## config.mk

```make
export PLATFORM = sky130hd
export DESIGN_NAME = mux_sel_sequencer
export DESIGN_NICKNAME = d
export VERILOG_FILES = /design/src/rtl/mux_seq_pkg.sv /design/src/rtl/mux_sel_sequencer_btn_debounce.sv /design/src/rtl/mux_sel_sequencer.sv
export SDC_FILE = /design/constraint.sdc
export NUM_CORES = 1
export LEC_CHECK = 0
export ABC_AREA = 1
export BUFFER_PORTS_ARGS = -buffer_cell sky130_fd_sc_hd__buf_2
export CORE_ASPECT_RATIO = 1.5
export CORE_MARGIN = 8
export CORE_UTILIZATION = 60
export DETAILED_ROUTE_END_ITERATION = 8
export HOLD_SLACK_MARGIN = 0.06
export PLACE_DENSITY = 0.79
export SYNTH_ARGS = -nofsm -noshare
export SYNTH_HDL_FRONTEND = slang
export SYNTH_SLANG_ARGS = --single-unit
```

## constraint.sdc

```tcl
create_clock -name clk -period 2.5 [get_ports clk]
set_input_delay 0.375 -clock clk [delete_from_list [all_inputs] [get_ports clk]]
set_output_delay 0.375 -clock clk [all_outputs]
set_load 0.05 [all_outputs]
```

## src/rtl/mux_seq_pkg.sv

```systemverilog
// mux_seq_pkg -- shared types and constants for the select-mux driver stage.
//   sel_e        : select state code, value is {s1, s0} driven to the mux
//   SYNC_STAGES  : depth of every input synchroniser
//   DEF_*        : default timing for a 100 MHz board clock
package mux_seq_pkg;

  typedef enum logic [1:0] {
    SEL_U = 2'b00,
    SEL_V = 2'b01,
    SEL_W = 2'b10
  } sel_e;

  localparam int SYNC_STAGES    = 2;

  localparam int DEF_DEB_CYCLES = 1000000;    // 10 ms
  localparam int DEF_DEB_W      = 20;
  localparam int DEF_AUTO_DIV   = 100000000;  // 1 s
  localparam int DEF_AUTO_W     = 27;

endpackage

```

## src/rtl/mux_sel_sequencer_btn_debounce.sv

```systemverilog
// btn_debounce -- synchroniser, debounce counter and rising-edge strobe for
// one bouncy push button.
//   clk, rst  : system clock, asynchronous active-high reset
//   btn_raw   : raw button, asynchronous to clk
//   btn_rise  : one-cycle strobe on the cycle after the debounced level rises
// Parameters: DEB_CYCLES (stable cycles needed for a level change), DEB_W
// (counter width, 2^DEB_W > DEB_CYCLES).
module btn_debounce
  import mux_seq_pkg::*;
#(
  parameter int DEB_CYCLES = DEF_DEB_CYCLES,
  parameter int DEB_W      = DEF_DEB_W
) (
  input  logic clk,
  input  logic rst,
  input  logic btn_raw,
  output logic btn_rise
);

  logic [SYNC_STAGES-1:0] sync;
  logic [DEB_W-1:0]       cnt;
  logic                   lvl;
  logic                   lvl_d;
  logic                   btn_s;

  assign btn_s = sync[SYNC_STAGES-1];

  always_ff @(posedge clk or posedge rst) begin
    if (rst) begin
      sync  <= '0;
      cnt   <= '0;
      lvl   <= 1'b0;
      lvl_d <= 1'b0;
    end else begin
      sync  <= {sync[SYNC_STAGES-2:0], btn_raw};
      lvl_d <= lvl;
      // Any cycle of agreement restarts the count, so a bounce never
      // accumulates across glitches.
      if (btn_s == lvl) begin
        cnt <= '0;
      end else if (cnt == DEB_W'(DEB_CYCLES - 1)) begin
        lvl <= ~lvl;
        cnt <= '0;
      end else begin
        cnt <= cnt + 1'b1;
      end
    end
  end

  assign btn_rise = lvl & ~lvl_d;

endmodule

```

## src/rtl/mux_sel_sequencer.sv

```systemverilog
// mux_sel_sequencer -- upstream driver for the two-level select mux.
// Synchronises the board switches into u/v/w, steps the select code
// U -> V -> W -> U on a debounced button press or an auto-cycle timer, and
// produces the golden mux result exp_m.
//   clk, rst            : system clock, asynchronous active-high reset
//   sw_u/sw_v/sw_w      : raw data switches
//   btn_step            : raw step button (bouncy)
//   auto_en             : raw switch, 1 = step from the auto timer
//   m_in                : downstream mux output (self-check only)
//   u, v, w             : synchronised data to the mux
//   s0, s1, sel_state   : registered select code
//   step_pulse          : high for the cycle in which the select changed
//   exp_m               : golden mux output
//   chk_err             : sticky m_in vs exp_m mismatch
// Build option: define SELF_CHECK_EN to build the m_in compare; otherwise
// m_in is ignored and chk_err is constant 0.
module mux_sel_sequencer
  import mux_seq_pkg::*;
#(
  parameter int DEB_CYCLES = DEF_DEB_CYCLES,
  parameter int DEB_W      = DEF_DEB_W,
  parameter int AUTO_DIV   = DEF_AUTO_DIV,
  parameter int AUTO_W     = DEF_AUTO_W
) (
  input  logic       clk,
  input  logic       rst,
  input  logic       sw_u,
  input  logic       sw_v,
  input  logic       sw_w,
  input  logic       btn_step,
  input  logic       auto_en,
  input  logic       m_in,
  output logic       u,
  output logic       v,
  output logic       w,
  output logic       s0,
  output logic       s1,
  output logic [1:0] sel_state,
  output logic       step_pulse,
  output logic       exp_m,
  output logic       chk_err
);

  localparam int NUM_SW = 4;

  // switch synchronisers: index 0..3 = u, v, w, auto_en
  logic [NUM_SW-1:0]                  sw_raw;
  logic [NUM_SW-1:0][SYNC_STAGES-1:0] sw_sync;
  logic                               auto_en_s;

  assign sw_raw = {auto_en, sw_w, sw_v, sw_u};

  always_ff @(posedge clk or posedge rst) begin
    if (rst) begin
      sw_sync <= '0;
    end else begin
      for (int i = 0; i < NUM_SW; i++)
        sw_sync[i] <= {sw_sync[i][SYNC_STAGES-2:0], sw_raw[i]};
    end
  end

  assign u         = sw_sync[0][SYNC_STAGES-1];
  assign v         = sw_sync[1][SYNC_STAGES-1];
  assign w         = sw_sync[2][SYNC_STAGES-1];
  assign auto_en_s = sw_sync[3][SYNC_STAGES-1];

  // button path
  logic btn_rise;

  btn_debounce #(
    .DEB_CYCLES (DEB_CYCLES),
    .DEB_W      (DEB_W)
  ) u_btn (
    .clk      (clk),
    .rst      (rst),
    .btn_raw  (btn_step),
    .btn_rise (btn_rise)
  );

  // auto tick: held at 0 in button mode so the first auto step lands a full
  // AUTO_DIV cycles after auto mode is entered
  logic [AUTO_W-1:0] tick;
  logic              auto_wrap;
  logic              step;

  assign auto_wrap = auto_en_s & (tick == AUTO_W'(AUTO_DIV - 1));
  assign step      = auto_en_s ? auto_wrap : btn_rise;

  always_ff @(posedge clk or posedge rst) begin
    if (rst)            tick <= '0;
    else if (!auto_en_s) tick <= '0;
    else if (auto_wrap) tick <= '0;
    else                tick <= tick + 1'b1;
  end

  // select FSM
  sel_e state_q, state_d;

  always_ff @(posedge clk or posedge rst) begin
    if (rst) begin
      state_q    <= SEL_U;
      step_pulse <= 1'b0;
    end else begin
      state_q    <= state_d;
      step_pulse <= step;
    end
  end

  always_comb begin
    state_d = state_q;
    case (state_q)
      SEL_U:   if (step) state_d = SEL_V;
      SEL_V:   if (step) state_d = SEL_W;
      SEL_W:   if (step) state_d = SEL_U;
      default: state_d = SEL_U;  // illegal 2'b11 recovers unconditionally
    endcase
  end

  always_comb begin
    sel_state = state_q;
    s0        = state_q[0];
    s1        = state_q[1];
  end

  assign exp_m = s1 ? w : (s0 ? v : u);

`ifdef SELF_CHECK_EN
  // The mux output is allowed to settle for the step cycle and the one after.
  logic step_pulse_d;

  always_ff @(posedge clk or posedge rst) begin
    if (rst) begin
      step_pulse_d <= 1'b0;
      chk_err      <= 1'b0;
    end else begin
      step_pulse_d <= step_pulse;
      if (!step_pulse && !step_pulse_d && (m_in != exp_m))
        chk_err <= 1'b1;
    end
  end
`else
  logic unused_m_in;
  assign unused_m_in = m_in;
  assign chk_err     = 1'b0;
`endif

endmodule

```

==> flow_summary.rst <==
.. list-table::
   :header-rows: 1

   * - Metric
     - Value
   * - Status
     - finished clean
   * - Static Leak
     - 1.76 nW
   * - Type of the worst setup path
     - flip-flop to output pin
   * - Relative max-transition margin
     - 61.0%
   * - Internal Power
     - 0.00165 W
   * - H-Tree Level Count
     - 3
   * - Sequential Power Share
     - 48.5%
   * - Layout-stage area growth over the synthesis result
     - 11.6%
   * - CTS tree
     - built
   * - Routed met2 length
     - 3960 um
   * - Hold Violations, Final
     - 0
   * - Final nets
     - 453
   * - Number of antenna violations at the first check in global routing
     - 0
   * - Final core utilization
     - 68.3%
   * - Average vias per placed instance
     - 5.20
   * - Sink Count
     - 62
   * - Critical Path AT
     - 1340 ps
   * - Startpoint type of the worst setup path
     - flip-flop
   * - Std-Cell Core Area
     - 5370 um2
   * - Total global routing overflow
     - 0
   * - Count of state elements after synthesis
     - 62
   * - Total vias in the final route
     - 2695
   * - Number of buffers added on ports
     - 15
   * - Setup-failing EPs final
     - 0
   * - Number of pins exceeding their max-slew limit in the final report
     - 0
   * - Site row count
     - 33
   * - Worst Skew
     - 8.09 ps
   * - Pwr dens
     - 579 nW/um2
   * - Yosys cell types
     - 33
   * - Resized Gates After CTS
     - 0
   * - Required arrival time at the worst endpoint
     - 2120 ps
   * - Top routing layer in use
     - met4
   * - Final critical path time including I/O delays and setup
     - 1710 ps
   * - Initial DRC Count
     - 136
   * - Comb power frac
     - 3.9%
   * - Count of flip-flops with a built-in enable after synthesis
     - 0
   * - Switch Pwr
     - 0.000466 W
   * - Initial Utilization
     - 61.2%
   * - Worst Path Max Fanout
     - 5
   * - Final GP Congestion
     - 0.902
   * - Die extent in x
     - 76.4 um
   * - Fraction of registers with async set or reset after synthesis
     - 100%
   * - Peak ir drop on the vdd network
     - 0.413 mV
   * - Capturing element type of the critical path
     - output pin
   * - Avg Cell Area, Syn
     - 7.80 um2
   * - Clock latency at the later pin of the worst-skew pair
     - 340 ps
   * - Setup total negative slack
     - 0 ps
   * - Ant. Diodes
     - 0
   * - Fraction of power consumed by the clock network
     - 47.7%
   * - Count of synthesis-stage warnings from yosys
     - 0
   * - Max-cap viol count
     - 0
   * - Number of hold buffers added after CTS
     - 0
   * - First-pass GRT wire length
     - 12000 um
   * - Layout cell share with drive strength beyond 1
     - 13.4%
   * - Total DRC errors in the routed layout
     - 0
   * - Wirelength, routed
     - 7000 um
   * - Maximum number of pins on one net before global-route repair
     - 37
   * - Post-DP HPWL
     - 5190 um
   * - Synth Cell Area
     - 3280 um2
   * - Deepest clock path buffer count
     - 2
   * - Number of buffers added by the clock tree synthesis step
     - 9
   * - Number of instances in the synthesized netlist
     - 421
   * - Met3 routed wirelength
     - 187 um
   * - Die H
     - 107 um
   * - Max Fclk
     - 583 MHz
   * - Clock Pin Slew Worst Setup and Hold Paths
     - 60 ps
   * - Setup repair after global routing missed its margin
     - no
   * - Master cell of the clock root buffer
     - clkbuf_8
   * - Total track usage
     - 18.3%
   * - Most common cell after layout, fill and taps aside
     - nand2_1
   * - Die footprint
     - 8140 um2
   * - Switching part of the total power
     - 22.0%
   * - Net Count, Synth
     - 431
   * - Worst hold path class
     - input pin to async pin
   * - Part of the cycle the worst path needs
     - 68.6%
   * - First-pass iteration count of the detailed router
     - 4
   * - Register area share after synthesis
     - 47.3%
   * - Number of global-route vias before repair
     - 2811
   * - Average detailed-routed wire length per instance
     - 13.5 um
   * - Met1 Wirelength
     - 2650 um
   * - Flip-flop cell with the highest count after synthesis
     - dfrtp_1
   * - Antenna Nets Post-Route
     - 0
   * - Commonest cells after routing, fill and taps aside
     - 106 x nand2_1, 94 x nor2_1, 62 x dfrtp_1
   * - Worst Tran Pin Value
     - 584 ps
   * - Total setup buffers inserted after CTS
     - 0
   * - Number of I/O pins
     - 18
[layer usage]
metal | global-route usage, % | up-vias
met4 | 11.2 | 0
met3 | 4.36 | 21
met2 | 35.6 | 46
met5 | 0 | -
li1 | - | 1342
met1 | 16.4 | 1286
[critical path: stages (launching register included)]
cell,delay [ps]
dfrtp_1,420
inv_1,90
nand2_1,50
inv_1,80
nand2_1,50
nand3_1,60
buf_2,260
[kinds of logic (layout without fill, tap and decap cells)]
kind of cell               count (synthesis)  count (layout)  synth area share [%]
other                                      1               1                 0.114
DFF                                       62              62                  47.3
AOI/OAI and AO/OA                          9               9                  1.56
xor gates and xnor gates                  21              21                  5.60
and+or+nand+nor                          276             276                  38.4
buffers and inverters                     50              77                  6.33
adders and majority gates                  2               2                 0.762
[worst paths after layout]
kind	from	endpoint	slack, ps	cells past startpoint
min in group clk	sw_v	sw_sync[2]	140	1
hold / removal	rst	u_btn.sync[0]	100	2
setup reg to reg	tick[0]	tick[15]	870	9
hold reg to reg	sw_sync[6]	auto_en_s	350	0
max in group asynchronous	rst	tick[18]	1820	3
setup / recovery	sel_state[1]	exp_m	790	6
[layout make-up]
cell class | instances | area [um2]
flip-flops and latches | 62 | 1550
multi-input cells | 309 | 1520
clock buffers | 11 | 151
well taps | 70 | 87.6
fillers | 439 | 1700
inverters | 44 | 165
repair buffers | 17 | 103
clock inverters | 5 | 81.3
[per-stage QoR]
stage                     instances  power, W  hold WS (ps)  setup slack [ps]  instance area (um2)
after detailed placement        502   0.00113           335               869                 3430
final                           518   0.00212          95.9               785                 3660
after CTS                       518   0.00214           103               759                 3660
after global placement          502   0.00113           332               912                 3430
after global routing            518   0.00218           120               657                 3660
after floorplan                 421   0.00111           331               584                 3280
[power groups by stage]
stage / Combinational, W / Sequential [W] / Clock, W
final: 0.0000819 / 0.00103 / 0.00101
after global routing: 0.0000923 / 0.00103 / 0.00106
after CTS: 0.0000839 / 0.00103 / 0.00103
after detailed placement: 0.0000839 / 0.00105 / 0
after global placement: 0.0000811 / 0.00105 / 0
after floorplan: 0.0000513 / 0.00105 / 0
[Yosys cell counts (6+ instances only)]
| master | n | area [um2] |
|---|---|---|
| nand2_1 | 106 | 398 |
| dfrtp_1 | 62 | 1550 |
| nor2_1 | 94 | 353 |
| inv_1 | 44 | 165 |
| nor2_2 | 10 | 62.6 |
| xnor2_1 | 6 | 52.6 |
| xor2_1 | 15 | 131 |
| nor3_1 | 8 | 40.0 |
| nand4_1 | 6 | 37.5 |
| nand3_1 | 30 | 150 |
[state kept, by name, summed over array words and instances (netlist names)]
name and cells:
auto_en_s 1, u_btn.lvl_d 1, v 1, w 1, u 1, sw_sync 4, u_btn.lvl 1, step_pulse 1
sel_state 2, u_btn.sync 2, tick 27, u_btn.cnt 20
Note: power is estimated with default switching activity, not from simulation.
